File: config.mk
export PLATFORM = sky130hd
export DESIGN_NAME = instr_fetch_unit_flat
export DESIGN_NICKNAME = d
export VERILOG_FILES = /design/src/rtl/instr_fetch_unit_if.sv /design/src/rtl/instr_fetch_unit.sv /design/src/flat_wrapper.sv
export SDC_FILE = /design/constraint.sdc
export NUM_CORES = 1
export LEC_CHECK = 0
export ABC_AREA = 1
export BUFFER_PORTS_ARGS = -buffer_cell sky130_fd_sc_hd__buf_2
export CORE_MARGIN = 5
export CORE_UTILIZATION = 64
export CTS_BUF_LIST = sky130_fd_sc_hd__clkbuf_4 sky130_fd_sc_hd__clkbuf_8 sky130_fd_sc_hd__clkbuf_16
export CTS_CLUSTER_DIAMETER = 50
export DETAILED_ROUTE_END_ITERATION = 7
export GPL_ROUTABILITY_DRIVEN = 0
export GPL_TIMING_DRIVEN = 0
export PLACE_DENSITY = 0.85
export SETUP_SLACK_MARGIN = 0.1
export SYNTH_ARGS = -nofsm -noshare
export SYNTH_HDL_FRONTEND = slang
export SYNTH_SLANG_ARGS = --single-unit
File: constraint.sdc
create_clock -name clk -period 17.5 [get_ports clk]
set_clock_uncertainty 0.15 [all_clocks]
set_input_delay 2.625 -clock clk [delete_from_list [all_inputs] [get_ports clk]]
set_output_delay 2.625 -clock clk [all_outputs]
set_load 0.02 [all_outputs]
File: src/rtl/instr_fetch_unit_if.sv
// Instruction fetch bus bundle: memory read port plus core-facing instruction stream.
// The master modport is the fetch unit; the slave modport is memory and core together.
interface instr_fetch_unit_if;
  logic        mem_req;
  logic [63:0] mem_addr;
  logic        mem_gnt;
  logic        mem_rvalid;
  logic [31:0] mem_rdata;
  logic        instr_valid;
  logic        instr_ready;
  logic [31:0] instruction;
  logic [63:0] instr_pc;
  logic        redirect;
  logic [63:0] redirect_pc;

  modport master (
    output mem_req, mem_addr, instr_valid, instruction, instr_pc,
    input  mem_gnt, mem_rvalid, mem_rdata, instr_ready, redirect, redirect_pc
  );

  modport slave (
    input  mem_req, mem_addr, instr_valid, instruction, instr_pc,
    output mem_gnt, mem_rvalid, mem_rdata, instr_ready, redirect, redirect_pc
  );
endinterface

File: src/rtl/instr_fetch_unit.sv
// Credit-limited instruction prefetcher with redirect flush and in-order response buffering.
// Optional misaligned-target trap enabled by defining FETCH_MISALIGN_TRAP_EN.
module instr_fetch_unit #(
  parameter logic [63:0] RESET_PC        = 64'h0,
  parameter int          FIFO_DEPTH      = 4,
  parameter int          MAX_OUTSTANDING = 2
) (
  input  logic               clk,
  input  logic               reset,
  instr_fetch_unit_if.master bus
`ifdef FETCH_MISALIGN_TRAP_EN
  ,
  output logic               fault
`endif
);

  localparam int AW = (FIFO_DEPTH > 1) ? $clog2(FIFO_DEPTH) : 1;
  localparam int CW = $clog2(FIFO_DEPTH + 1);
  localparam int OW = $clog2(MAX_OUTSTANDING + 1);

  typedef enum logic [1:0] {FETCH, STALL, FAULT} state_t;
  state_t state, state_nxt;

  logic [63:0]   fetch_pc, fetch_pc_nxt, rsp_pc, rsp_pc_nxt, pend_addr, target_pc;
  logic [AW-1:0] rd_ptr, wr_ptr;
  logic [CW-1:0] count, count_nxt;
  logic [OW-1:0] outst, outst_nxt, discard, discard_nxt;
  logic          pending, stale, stale_nxt, started;
  logic          credit, grant, accept, drop, push, pop, stale_gnt, misalign;
  logic [63:0]   pc_mem   [FIFO_DEPTH];
  logic [31:0]   word_mem [FIFO_DEPTH];

  function automatic logic has_credit(input logic [CW-1:0] c, input logic [OW-1:0] o);
    return ((32'(c) + 32'(o)) < 32'(FIFO_DEPTH)) && (32'(o) < 32'(MAX_OUTSTANDING));
  endfunction

  assign credit          = has_credit(count, outst);
  assign bus.mem_req     = started && (pending || (state == FETCH && credit));
  assign bus.mem_addr    = pending ? pend_addr : fetch_pc;
  assign bus.instr_valid = (count != '0);
  assign bus.instruction = bus.instr_valid ? word_mem[rd_ptr] : 32'h0;
  assign bus.instr_pc    = bus.instr_valid ? pc_mem[rd_ptr] : 64'h0;

`ifdef FETCH_MISALIGN_TRAP_EN
  assign target_pc = bus.redirect_pc;
  assign misalign  = bus.redirect && (bus.redirect_pc[1:0] != 2'b00);
  assign fault     = (state == FAULT);
`else
  assign target_pc = bus.redirect_pc & ~64'h3;
  assign misalign  = 1'b0;
`endif

  always_comb begin
    grant        = bus.mem_req & bus.mem_gnt;
    accept       = bus.mem_rvalid & (outst != '0);
    drop         = accept & (discard != '0);
    push         = accept & ~drop & ~bus.redirect;
    pop          = bus.instr_valid & bus.instr_ready & ~bus.redirect;
    stale_gnt    = grant & pending & stale;
    outst_nxt    = outst + OW'(grant) - OW'(accept);
    count_nxt    = bus.redirect ? '0 : count + CW'(push) - CW'(pop);
    // Redirect counts this cycle's grant/response first, so everything still in flight is dropped.
    discard_nxt  = bus.redirect ? outst_nxt : discard - OW'(drop) + OW'(stale_gnt);
    fetch_pc_nxt = fetch_pc;
    rsp_pc_nxt   = rsp_pc;
    stale_nxt    = stale;
    state_nxt    = state;

    if (bus.redirect)
      fetch_pc_nxt = target_pc;
    else if (grant && !(pending && stale))
      fetch_pc_nxt = fetch_pc + 64'd4;

    if (bus.redirect)
      rsp_pc_nxt = target_pc;
    else if (push)
      rsp_pc_nxt = rsp_pc + 64'd4;

    // A request caught ungranted by a redirect keeps its old address; remember to drop its answer.
    if (bus.mem_req && !bus.mem_gnt) begin
      if (bus.redirect)
        stale_nxt = 1'b1;
    end else begin
      stale_nxt = 1'b0;
    end

    if (misalign)
      state_nxt = FAULT;
    else if (bus.redirect)
      state_nxt = FETCH;
    else if (state != FAULT)
      state_nxt = has_credit(count_nxt, outst_nxt) ? FETCH : STALL;
  end

  always_ff @(posedge clk or posedge reset) begin
    if (reset) begin
      state    <= FETCH;
      fetch_pc <= RESET_PC;
      rsp_pc   <= RESET_PC;
      rd_ptr   <= '0;
      wr_ptr   <= '0;
      count    <= '0;
      outst    <= '0;
      discard  <= '0;
      pending  <= 1'b0;
      stale    <= 1'b0;
      started  <= 1'b0;
    end else begin
      state    <= state_nxt;
      fetch_pc <= fetch_pc_nxt;
      rsp_pc   <= rsp_pc_nxt;
      rd_ptr   <= bus.redirect ? '0 : rd_ptr + AW'(pop);
      wr_ptr   <= bus.redirect ? '0 : wr_ptr + AW'(push);
      count    <= count_nxt;
      outst    <= outst_nxt;
      discard  <= discard_nxt;
      pending  <= bus.mem_req & ~bus.mem_gnt;
      stale    <= stale_nxt;
      started  <= 1'b1;
    end
  end

  always_ff @(posedge clk) begin
    if (push) begin
      pc_mem[wr_ptr]   <= rsp_pc;
      word_mem[wr_ptr] <= bus.mem_rdata;
    end
    if (!pending)
      pend_addr <= bus.mem_addr;
  end

endmodule

File: src/flat_wrapper.sv
// flat-port wrapper written by rule: the top's interface ports become plain ports
module instr_fetch_unit_flat 
#(
  parameter logic [63:0] RESET_PC        = 64'h0,
  parameter int          FIFO_DEPTH      = 4,
  parameter int          MAX_OUTSTANDING = 2
)
  (clk, reset, bus_mem_req, bus_mem_addr, bus_instr_valid, bus_instruction, bus_instr_pc, bus_mem_gnt, bus_mem_rvalid, bus_mem_rdata, bus_instr_ready, bus_redirect, bus_redirect_pc);
  instr_fetch_unit_if bus_i ();
  input  logic clk;
  input  logic reset;
  output wire logic [$bits(bus_i.mem_req)-1:0] bus_mem_req;
  output wire logic [$bits(bus_i.mem_addr)-1:0] bus_mem_addr;
  output wire logic [$bits(bus_i.instr_valid)-1:0] bus_instr_valid;
  output wire logic [$bits(bus_i.instruction)-1:0] bus_instruction;
  output wire logic [$bits(bus_i.instr_pc)-1:0] bus_instr_pc;
  input wire logic [$bits(bus_i.mem_gnt)-1:0] bus_mem_gnt;
  input wire logic [$bits(bus_i.mem_rvalid)-1:0] bus_mem_rvalid;
  input wire logic [$bits(bus_i.mem_rdata)-1:0] bus_mem_rdata;
  input wire logic [$bits(bus_i.instr_ready)-1:0] bus_instr_ready;
  input wire logic [$bits(bus_i.redirect)-1:0] bus_redirect;
  input wire logic [$bits(bus_i.redirect_pc)-1:0] bus_redirect_pc;
  assign bus_mem_req = bus_i.mem_req;
  assign bus_mem_addr = bus_i.mem_addr;
  assign bus_instr_valid = bus_i.instr_valid;
  assign bus_instruction = bus_i.instruction;
  assign bus_instr_pc = bus_i.instr_pc;
  assign bus_i.mem_gnt = bus_mem_gnt;
  assign bus_i.mem_rvalid = bus_mem_rvalid;
  assign bus_i.mem_rdata = bus_mem_rdata;
  assign bus_i.instr_ready = bus_instr_ready;
  assign bus_i.redirect = bus_redirect;
  assign bus_i.redirect_pc = bus_redirect_pc;
  instr_fetch_unit #(.RESET_PC(RESET_PC), .FIFO_DEPTH(FIFO_DEPTH), .MAX_OUTSTANDING(MAX_OUTSTANDING)) u_core (.clk(clk), .reset(reset), .bus(bus_i));
endmodule
# Yosys cells after proc, flatten, opt, wreduce, memory -nomap -nowiden
# Memory sizes are Yosys's and may differ from the RTL's.
# Index checks and enable logic that the tools add are counted.
[word_totals] memories=2 in_bits=102 register_bits=208 out_inout_bits=162 ramBits=384 wordCells=80
[classes] n_reduce_logical=17 n_mux=18 n_bitwise=13 add_sub_neg=12 n_eq_ne=2 n_lt_le_gt_ge=4
[mem_list] memory="u_core.pc_mem" depth=4 width=64 read_ports=1 rd_ports_with_merged_regs=0 wr=1 line_no="instr_fetch_unit.sv:30" text="logic [63:0] pc_mem [FIFO_DEPTH];"
[mem_list] memory="u_core.word_mem" depth=4 width=32 read_ports=1 rd_ports_with_merged_regs=0 wr=1 line_no="instr_fetch_unit.sv:31" text="logic [31:0] word_mem [FIFO_DEPTH];"
[ops] cell="two-way mux 64 bit" n=6
[ops] cell="adder 64 x 3 -> 64 bit (second input constant)" n=2
[ops] cell="less-than comparator 32 x 3 -> 1 bit (second input constant)" n=2
[ops] cell="two-way mux 32 bit" n=1
[ops] cell="bitwise AND 1 bit" n=10
[ops] cell="two-way mux 2 bit" n=5
[ops] cell="nonzero test 2 bit" n=5
[ops] cell="adder 2 x 1 -> 2 bit" n=4
[ops] cell="adder 3 x 2 -> 4 bit" n=2
[ops] cell="logical AND 1 bit" n=7
[ops] cell="two-way mux 1 bit" n=5
[ops] cell="less-than comparator 2 bit (second input constant)" n=2
[ops] cell="inequality test 2 bit (second input constant)" n=2
[ops] cell="subtractor 2 x 1 -> 2 bit" n=2
[ops] cell="adder 3 x 1 -> 3 bit" n=1
[ops] cell="two-way mux 3 bit" n=1
[ops] cell="inverter 1 bit" n=3
[ops] cell="nonzero test 3 bit" n=1
[ops] cell="subtractor 3 x 1 -> 3 bit" n=1
[ops] cell="zero test 1 bit" n=2
[ops] cell="zero test 2 bit" n=1
[ops] cell="logical OR 1 bit" n=1

# Depth between registers and ports, before layout
[depth] word_depth=15 ltp_mapped=15 depth_no_buf=13

# Least setup slack after synthesis
# OpenSTA, ideal clock, no wires.
[synth_path] kind="input to register" from="input port bus_mem_rvalid" to="memory u_core.pc_mem[2][10] (enable)" n_path_buf=1 setup_time_ns=0.662 required_time_ns=16.688 cell_stages=7 path_slack_ns=6.993 arrival_time_ns=9.695 path_cell_list="o21ai_1 -> inv_1 -> nand3_2 -> nor2_2 -> inv_1 -> buf_2 -> nor3_1"
[synth_between] elab_chain_len=7
[synth_rtl] item="from (decl)" line_no="flat_wrapper.sv:18" text="input wire logic [$bits(bus_i.mem_rvalid)-1:0] bus_mem_rvalid;"
[synth_rtl] item="bitwise AND 1 bit *" line_no="instr_fetch_unit.sv:55" text="accept = bus.mem_rvalid & (outst != '0);"
[synth_rtl] item="bitwise AND 1 bit" line_no="instr_fetch_unit.sv:56" text="drop = accept & (discard != '0);"
[synth_rtl] item="inverter 1 bit" line_no="instr_fetch_unit.sv:57" text="push = accept & ~drop & ~bus.redirect;"
[synth_rtl] item="bitwise AND 1 bit * (2 in series)" line_no="instr_fetch_unit.sv:57"
[synth_rtl] item="two-way mux 1 bit *" line_no="instr_fetch_unit.sv:124" text="if (push) begin"
[synth_rtl] item="two-way mux 1 bit (not written as such) *" line_no="instr_fetch_unit.sv:125" text="pc_mem[wr_ptr] <= rsp_pc;"
[synth_rtl] item="to (decl)" line_no="instr_fetch_unit.sv:30"
# Mark *: on every way between the ends. The rest lies on a longest branch, timed or not.

# Worst setup path in the final report
[layout_path] from="register u_core.rd_ptr[0]" to="output port bus_instr_pc[39]"
[layout_between] elab_chain_len=2
[layout_rtl] item="from (decl)" line_no="instr_fetch_unit.sv:25" text="logic [AW-1:0] rd_ptr, wr_ptr;"
[layout_rtl] item="from (signal assigned)" line_no="instr_fetch_unit.sv:112" text="rd_ptr <= bus.redirect ? '0 : rd_ptr + AW'(pop);"
[layout_rtl] item="memory read (4 x 64 bit)"
[layout_rtl] item="two-way mux 64 bit" line_no="instr_fetch_unit.sv:42" text="assign bus.instr_pc = bus.instr_valid ? pc_mem[rd_ptr] : 64'h0;"
[layout_rtl] item="to (decl)" line_no="flat_wrapper.sv:16" text="output wire logic [$bits(bus_i.instr_pc)-1:0] bus_instr_pc;"
# No other way between the ends.

==> out/metrics.csv <==
stage,metric,value,unit
run_status,status,"complete, but fails checks",
run_status,failing checks,design-rule violations,
finish,Total Nets Final,3378,
critical_path,endpoint type of the worst setup path,primary output,
die,Die Height,216,µm
yosys,Post-synth EDFFs,440,
power,Power Total,0.00442,W
yosys,share of the synthesized area in the top cell type,48.5,%
clocking,H-tree depth,2,
critical_path,critical path peak fanout,10,
yosys,register area share after synthesis,61.3,%
finish,Register Area,16700,µm²
sta,Max Freq,173,MHz
finish,share of cells above drive strength 1,15.7,%
finish,fin area,31700,µm²
clocking,CTS resizes,0,
critical_path,Buf/Inv on CP,5,
yosys,"FFs w/ async S/R, synth",24.0,%
sta,Tmin final,5.79,ns
finish,fillers,2794,
die,Initial Util,64.8,%
critical_path,crit path launch type,flip-flop,
global_routing,initial antenna violation count,1,
yosys,main flop type after synthesis,edfxtp_1,
drt,initial DRC count,3399,
drt,post-route ant nets,0,
place,Detail Placement HPWL,60100,µm
critical_path,Worst EP required,14.73,ns
critical_path,CP dominant cell by count,buf_2,
yosys,synth unique cells,45,
clocking,clk slew on worst S/H paths,0.06,ns
sta,WHS,0.340,ns
yosys,Synth warnings,0,
critical_path,crit-path leading delay family,buffers and inverters,
critical_path,CP max-delay cell,clkbuf_1,
clocking,Post-CTS Setup Inserts,0,
sta,fin crit share,33.1,%
critical_path,kind of critical path,reg -> out,
yosys,"FF+latch count, synth",579,
power,P_leak,12.9,nW
sta,setup TNS,0,ns
clocking,# hold bufs at CTS,0,
finish,Area growth syn-to-layout,16.4,%
sta,final hold vios,0,
global_routing,largest net degree at the start of global routing,86,
yosys,Mapped Cells,2902,
yosys,Post-Syn Area,27200,µm²
place,PortBufs,258,
clocking,Root Buffer,clkbuf_16,
finish,most frequent cells in the layout,"nand2_1 (607), nor2_1 (592), edfxtp_1 (440)",
clocking,total CTS buffers,58,
drt,Final Routed Wirelength,83000,µm
finish,n_diodes,0,
critical_path,RR Startpoint,u_core.count[1],
yosys,average cell area after synthesis,9.38,µm²
clocking,Max clock buf depth,3,
sta,Final setup viols,0,
place,Area after DPL,29700,µm²
die,die width,216,µm
global_routing,Total GRT Usage,34.4,%
drt,First-pass DRT Iterations,8,
clocking,CTS tree,done,
critical_path,Worst path max stage delay,0.46,ns
critical_path,Crit. Startpoint,u_core.rd_ptr[0],
clocking,clock latency on the worst-skew pair,0.65,ns
flow_run,max_cap viols,0,
global_routing,grt total ovfl,0,
power,Max VDD drop,0.108,mV
power,power per cell area,140,nW/µm²
die,Boundary Pins,264,
drt,DR vias/cell,6.06,
drt,via count,23300,
die,FP Rows,75,
worst_hold_path,hold crit path type,reg -> reg,
die,die area,46800,µm²
global_routing,vias in the first global route,22800,
sta,RSZ-0062 raised after global routing,no,
finish,Multi-input gate area,9270,µm²
die,Core ar.,42000,µm²
finish,"most common cell after layout, fill and taps aside",nand2_1,
critical_path,crit path DAT,3.01,ns
worst_hold_path,HP Start,u_core.stale,
critical_path,"Cell Chain, Critical Path",buf_2 > inv_2 > buf_2 > clkbuf_1 > o21ai_0 > a21oi_1 > buf_2,
sta,Slew headroom,36.5,%
sta,max-slew violation total from the final report,0,
yosys,Synth area leaders,"edfxtp_1 (49%), dfrtp_1 (13%), nand2_1 (8.4%)",
drt,DR WL/cell,21.5,µm
yosys,"area leader, netlist",edfxtp_1,
drt,DRC,10,
global_routing,global-route wire length before repair,125000,µm
sta,Worst Max-Slew Pin Slew,0.948,ns
clocking,CTS Sinks,579,
==> area by class of cell <==
cell class	instances	area share (%)
flip-flops and latches	579	52.7
plain buffers	123	1.68
clock buffers	81	5.28
inverters	203	2.42
multi-input cells	1998	29.2
well taps	539	2.13
clock inverters	29	0.967
repair buffers	300	5.62
==> power by group <==
group / leakage (nW) / switching (W) / internal [W] / total (W)
Sequential: 5.80 / 0.000164 / 0.00170 / 0.00186
Combinational: 6.13 / 0.000935 / 0.000356 / 0.00129
Clock: 0.974 / 0.000538 / 0.000733 / 0.00127
==> sequential cells by signal (all words and copies together), names as in the netlist <==
register and flops:
u_core.count 3, u_core.discard 2, u_core.fetch_pc 62, u_core.outst 2, u_core.pc_mem 248, u_core.pend_addr 64
u_core.pending 1, u_core.rd_ptr 2, u_core.rsp_pc 62, u_core.stale 1, u_core.started 1, u_core.state 1
u_core.word_mem 128, u_core.wr_ptr 2
==> metal layers <==
metal / track usage, % / share of wire (%) / vias up
li1: - / - / 10400
met1: 43.7 / 35 / 10900
met2: 56.6 / 47 / 1650
met3: 7.48 / 12 / 341
met4: 17.0 / 5.9 / 2
met5: 0 / 0.017 / -
==> stage by stage <==
step / worst slack [ns] / instances / utilization, %
3_3_place_gp: 1.95 / 3700 / 69.5
3_5_place_dp: 11.58 / 3741 / 70.6
2_1_floorplan: 6.99 / 2903 / -
4_1_cts: 11.74 / 3851 / 75.3
6_report: 11.71 / 3852 / 75.4
5_1_grt: 11.60 / 3852 / 75.4
==> path summary, 6_finish.rpt <==
kind / endpoint / slack [ns] / cells past startpoint
max: bus_instr_pc[39] / 11.71 / 7
min: u_core.stale / 0.34 / 1
max reg2reg: u_core.state[0] / 13.10 / 14
min reg2reg: u_core.stale / 0.34 / 1
max in group asynchronous: u_core.rsp_pc[48] / 14.41 / 3
min in group asynchronous: u_core.rd_ptr[1] / 2.04 / 2
==> worst reg2reg max path, stage by stage (launching register included) <==
cell,delay (ns)
dfrtp_1,0.43
or2_2,0.33
nor2_1,0.56
clkbuf_1,0.60
nor2_1,0.19
ha_1,0.33
inv_1,0.04
ha_1,0.18
inv_1,0.07
fa_1,0.40
nor2_1,0.19
ha_1,0.27
a31o_2,0.23
o21ai_0,0.15
o21ai_0,0.13
==> cells by family (layout without fill, tap and decap cells) <==
group,Yosys count,in the layout,share of synthesized area [%]
simple gates,1450,1450,22.3
flops,579,579,61.3
fa+ha+maj,13,13,0.625
compound gates,473,473,9.08
buf+inv,326,736,4.76
other cells,2,3,0.0276
xor+xnor,59,59,1.93
==> synth_stat cells (all sizes together), types with 3 or more instances <==
cell type    n
dfrtp      139
clkbuf      60
edfxtp     440
o21ai      317
o211ai      32
nand4       25
xnor2       19
nor3b        3
a21oi      114
nor3        22
inv        203
xor2        40
nor2       625
ha          12
nand2      625
nand3      142
nand3b       4
a31oi        4
buf         63
Power figures use the tool's default switching activity.
